==> src/rtl/md5_round_ctrl.sv <==
// MD5 round sequencer: LOAD, 64 RUN rounds, FINAL; decodes func/widx/shift.
// Optional stall_i input enabled by defining MD5_ROUND_STALL_EN.
module md5_round_ctrl (
  input  logic       clk_i,
  input  logic       rst_n_i,
  input  logic       start_i,
`ifdef MD5_ROUND_STALL_EN
  input  logic       stall_i,
`endif
  output logic       busy_o,
  output logic       load_o,
  output logic       valid_o,
  output logic [0:5] round_o,
  output logic [0:1] func_o,
  output logic [0:3] widx_o,
  output logic [0:4] shift_o,
  output logic       add_o,
  output logic       done_o
);

  typedef enum logic [1:0] {
    IDLE,
    LOAD,
    RUN,
    FINAL
  } state_e;

  state_e     state_q, state_d;
  logic [0:5] cnt_q, cnt_d;
  logic [0:5] round_q;
  logic [0:1] func_q, func_d;
  logic [0:3] widx_q, widx_d;
  logic [0:4] shift_q, shift_d;
  logic [3:0] idx;
  logic       stall;

`ifdef MD5_ROUND_STALL_EN
  assign stall = stall_i;
`else
  assign stall = 1'b0;
`endif

  always_comb begin
    state_d = state_q;
    cnt_d   = cnt_q;
    unique case (state_q)
      IDLE: begin
        if (start_i) state_d = LOAD;
      end
      LOAD: begin
        if (!stall) begin
          state_d = RUN;
          cnt_d   = '0;
        end
      end
      RUN: begin
        if (!stall) begin
          if (cnt_q == 6'd63) state_d = FINAL;
          else                cnt_d   = cnt_q + 6'd1;
        end
      end
      FINAL: begin
        if (!stall) state_d = start_i ? LOAD : IDLE;
      end
      default: state_d = IDLE;
    endcase
  end

  // Decode the round that will be presented next cycle.
  always_comb begin
    idx    = cnt_d[2:5];
    func_d = cnt_d[0:1];
    widx_d = idx;
    unique case (func_d)
      2'd0:    widx_d = idx;
      2'd1:    widx_d = idx * 4'd5 + 4'd1;
      2'd2:    widx_d = idx * 4'd3 + 4'd5;
      default: widx_d = idx * 4'd7;
    endcase
    unique case ({func_d, cnt_d[4:5]})
      4'h0:    shift_d = 5'd7;
      4'h1:    shift_d = 5'd12;
      4'h2:    shift_d = 5'd17;
      4'h3:    shift_d = 5'd22;
      4'h4:    shift_d = 5'd5;
      4'h5:    shift_d = 5'd9;
      4'h6:    shift_d = 5'd14;
      4'h7:    shift_d = 5'd20;
      4'h8:    shift_d = 5'd4;
      4'h9:    shift_d = 5'd11;
      4'hA:    shift_d = 5'd16;
      4'hB:    shift_d = 5'd23;
      4'hC:    shift_d = 5'd6;
      4'hD:    shift_d = 5'd10;
      4'hE:    shift_d = 5'd15;
      default: shift_d = 5'd21;
    endcase
  end

  always_ff @(posedge clk_i or negedge rst_n_i) begin
    if (!rst_n_i) begin
      state_q <= IDLE;
      cnt_q   <= '0;
    end else begin
      state_q <= state_d;
      cnt_q   <= cnt_d;
    end
  end

  // Round outputs only change while in RUN; they hold elsewhere.
  always_ff @(posedge clk_i or negedge rst_n_i) begin
    if (!rst_n_i) begin
      round_q <= '0;
      func_q  <= '0;
      widx_q  <= '0;
      shift_q <= '0;
    end else if (state_d == RUN) begin
      round_q <= cnt_d;
      func_q  <= func_d;
      widx_q  <= widx_d;
      shift_q <= shift_d;
    end
  end

  assign busy_o  = (state_q != IDLE);
  assign load_o  = (state_q == LOAD) && !stall;
  assign valid_o = (state_q == RUN) && !stall;
  assign add_o   = (state_q == FINAL) && !stall;
  assign done_o  = (state_q == FINAL) && !stall;
  assign round_o = round_q;
  assign func_o  = func_q;
  assign widx_o  = widx_q;
  assign shift_o = shift_q;

endmodule
==> config.mk <==
export PLATFORM = sky130hd
export DESIGN_NAME = md5_round_ctrl
export DESIGN_NICKNAME = d
export VERILOG_FILES = /design/src/rtl/md5_round_ctrl.sv
export SDC_FILE = /design/constraint.sdc
export NUM_CORES = 1
export LEC_CHECK = 0
export CAP_MARGIN = 20
export CORE_MARGIN = 2
export CORE_UTILIZATION = 54
export CTS_CLUSTER_SIZE = 28
export DETAILED_ROUTE_END_ITERATION = 8
export PLACE_DENSITY = 0.81
export SLEW_MARGIN = 5
export SYNTH_ARGS = -nofsm -noshare
export SYNTH_HDL_FRONTEND = slang
export SYNTH_SLANG_ARGS = --single-unit
export TNS_END_PERCENT = 100
==> constraint.sdc <==
create_clock -name clk_i -period 4.2 [get_ports clk_i]
set_input_delay 0.42 -clock clk_i [delete_from_list [all_inputs] [get_ports clk_i]]
set_output_delay 0.42 -clock clk_i [all_outputs]
set_load 0.01 [all_outputs]
==> run metrics <==
result of the run complete, no violations; unrepaired setup endpoints after global routing no; total cell area at the placement stage 1870 um2; number of buffers between clock root and the deepest sink 2; min cycle time layout 3.82 ns; total CTS buffers 3; number of setup buffers added after CTS 0; Req. time, crit path 4.43 ns; drt first pass iters 4; Routability Congestion 0.867; top cell type by total area after synthesis sky130_fd_sc_hd__dfrtp_1; worst-margin pin slew 0.675 ns; final hold violations 0; die height 59.5 um; area fraction of the dominant cell type after synthesis 0.346; layout cells sized above 1 0.0990; type of the tightest min-delay check in -> async; effective utilization at floorplan 0.558; DR iter-0 viols 43; H-Tree Level Count 1; clock net sink count 23; FF/Latch Area 576 um2; number of instances in the synthesized netlist 174; post-route fraction of the period consumed by the critical path 0.909; overall routed net length 3570 um; post-synthesis average cell area 9.56 um2; leading cell types by total area after synthesis sky130_fd_sc_hd__dfrtp_1 (35%), sky130_fd_sc_hd__ha_1 (11%), sky130_fd_sc_hd__xnor2_1 (5.8%), sky130_fd_sc_hd__o21ai_0 (4.5%), sky130_fd_sc_hd__nand2_1 (3.4%); fillers 252; register bit total from synthesis 23; wire length of the first global-routing pass 6130 um; clock edge transition at the registers on the reported setup and hold paths 0.14 ns; fin nets 212; number of global-route vias before repair 1305; leading register cell type out of synthesis sky130_fd_sc_hd__dfrtp_1; number of flops mapped to enable cells by yosys 0; ys async rst share 1.00; number of top-level pins 25; Sum Neg Setup Slack 0 ns; Data arrival, critical path 4.04 ns; number of buffers inserted for hold repair after clock tree synthesis 0; maximum number of pins on one net before global-route repair 27; area of all placed cells without fillers 1910 um2; area added between synthesis and finish 15.1%; Max Fanout on Critical Path 17; core box area 2980 um2; sequential-to-total area share from yosys stat 0.346; Multi-input gate area 946 um2; static leakage 0.836 nW; buffers added on ports 24; Routed Antenna Nets 0; TritonCTS clock tree yes; count of max-cap constraint violations 0; global-route usage over all layers 0.231; wire per inst 15.9 um; total congestion overflow 0; clk_skew 0.00179 ns; CTS Root Buffer Type sky130_fd_sc_hd__clkbuf_4; PostCTS Resize Cnt 0; Max transition margin 0.550; # placed instances 220; die area 3540 um2; worst-skew pair later-pin latency 0.32 ns; setup violation total in the final timing report 0; diodes inserted 0; Crit Path Class reg -> reg; post-synthesis cell type count 50; final-report max-slew violation count 0; VDD IR max 138 uV; crit path capture type flop; Final Instance Count excl. Fillers 225; vias per cell 5.98; number of placement rows 20; Max Clock Freq 0.262 GHz; total via count in the routed design 1345; Die Span X 59.5 um; leading cell types by count after synthesis sky130_fd_sc_hd__dfrtp_1 (23), sky130_fd_sc_hd__ha_1 (15), sky130_fd_sc_hd__nand2_1 (15), sky130_fd_sc_hd__o21ai_0 (15), sky130_fd_sc_hd__inv_1 (13); Syn Std Cell Area 1660 um2; Synthesized Nets 193; Residual DRC 0; Warnings, synthesis 0; number of antenna violations at the first check in global routing 0; most instantiated library cell after synthesis sky130_fd_sc_hd__dfrtp_1; post-detailed-placement half-perimeter wirelength 2640 um; power density of the placed cells 178 nW/um2; Setup crit start kind flop
-- through the flow --
stage / hold WS [ns] / util / total power, mW / setup slack (ns)
floorplan: 0.124 / - / 0.226 / 0.908
global placement: 0.458 / 0.629 / 0.232 / 0.686
detailed placement: 0.465 / 0.629 / 0.232 / 0.456
CTS: 0.497 / 0.638 / 0.341 / 0.432
global route: 0.475 / 0.643 / 0.351 / 0.188
finish: 0.445 / 0.643 / 0.340 / 0.383
-- power breakdown --
part	internal (mW)	switching (mW)	total, mW
registers	0.221	0	0.221
clock network	0.0357	0.0752	0.111
logic	0.00290	0.00480	0.00770
total	0.260	0.0800	0.340
-- metal layers --
metal | track usage | wire, um | vias to the layer above
met1 | 0.313 | 1620 | 643
met3 | 0.0349 | 126 | 8
met5 | 0 | 0 | -
li1 | - | - | 649
met2 | 0.372 | 1760 | 45
met4 | 0.0889 | 60 | 0
-- critical path: stages (launching register included) --
cell and delay (ns):
sky130_fd_sc_hd__dfrtp_1 0.42, sky130_fd_sc_hd__inv_1 0.09, sky130_fd_sc_hd__ha_1 0.69, sky130_fd_sc_hd__inv_1 0.19
sky130_fd_sc_hd__a31oi_1 0.20, sky130_fd_sc_hd__o22a_2 0.34, sky130_fd_sc_hd__inv_1 0.17, sky130_fd_sc_hd__ha_1 0.28
sky130_fd_sc_hd__xnor2_1 0.20, sky130_fd_sc_hd__xnor2_1 0.16, sky130_fd_sc_hd__ha_1 0.26, sky130_fd_sc_hd__mux4_2 0.45
sky130_fd_sc_hd__mux2_2 0.27
-- flip-flops by register name, summed over array words and instances (netlist names) --
name,cells
cnt_q,6
round_o,6
shift_o,5
widx_o,4
state_q,2
-- final timing paths --
kind                             from    endpoint  slack [ns]  cells after the start
max                        state_q[0]   widx_o[1]        0.38                     12
min                           rst_n_i  shift_o[4]        0.45                      1
max reg2reg                state_q[0]   widx_o[1]        0.38                     12
min reg2reg                shift_o[2]  shift_o[2]        0.49                      2
max in group asynchronous     rst_n_i    cnt_q[5]        3.26                      2
min in group clk_i         shift_o[2]  shift_o[2]        0.49                      2
-- final cells by class --
| class | instances | share of cell area |
|---|---|---|
| inverters | 15 | 0.0320 |
| clock inverters | 1 | 0.00261 |
| well taps | 33 | 0.0216 |
| multi-input cells | 124 | 0.494 |
| flip-flops and latches | 23 | 0.301 |
| repair buffers | 26 | 0.137 |
| clock buffers | 3 | 0.0118 |
-- cells by family after synthesis --
group / count (synthesis) / synth area share
mux: 3 / 0.0263
fa+ha+maj: 16 / 0.125
simple gates: 44 / 0.131
compound gates: 48 / 0.218
flops: 23 / 0.346
xor+xnor: 13 / 0.0685
buf+inv: 27 / 0.0850
-- cell usage in the layout (no fill, tap or decap), types with 2 or more instances in the layout --
master,n
sky130_fd_sc_hd__a211oi_1,3
sky130_fd_sc_hd__a21o_1,3
sky130_fd_sc_hd__a21oi_1,5
sky130_fd_sc_hd__a31oi_1,2
sky130_fd_sc_hd__and3_1,2
sky130_fd_sc_hd__clkbuf_4,3
sky130_fd_sc_hd__clkdlybuf4s50_1,24
sky130_fd_sc_hd__dfrtp_1,23
sky130_fd_sc_hd__ha_1,15
sky130_fd_sc_hd__inv_1,13
sky130_fd_sc_hd__inv_4,2
sky130_fd_sc_hd__nand2_1,15
sky130_fd_sc_hd__nand2b_1,2
sky130_fd_sc_hd__nand3_1,3
sky130_fd_sc_hd__nand4_1,3
sky130_fd_sc_hd__nor2_1,9
sky130_fd_sc_hd__nor2b_1,2
sky130_fd_sc_hd__nor3_1,2
sky130_fd_sc_hd__o2111ai_1,2
sky130_fd_sc_hd__o21ai_0,15
sky130_fd_sc_hd__o22ai_1,2
sky130_fd_sc_hd__o31ai_1,2
sky130_fd_sc_hd__xnor2_1,11
sky130_fd_sc_hd__xor2_1,2
(Power assumes the default switching activity.)
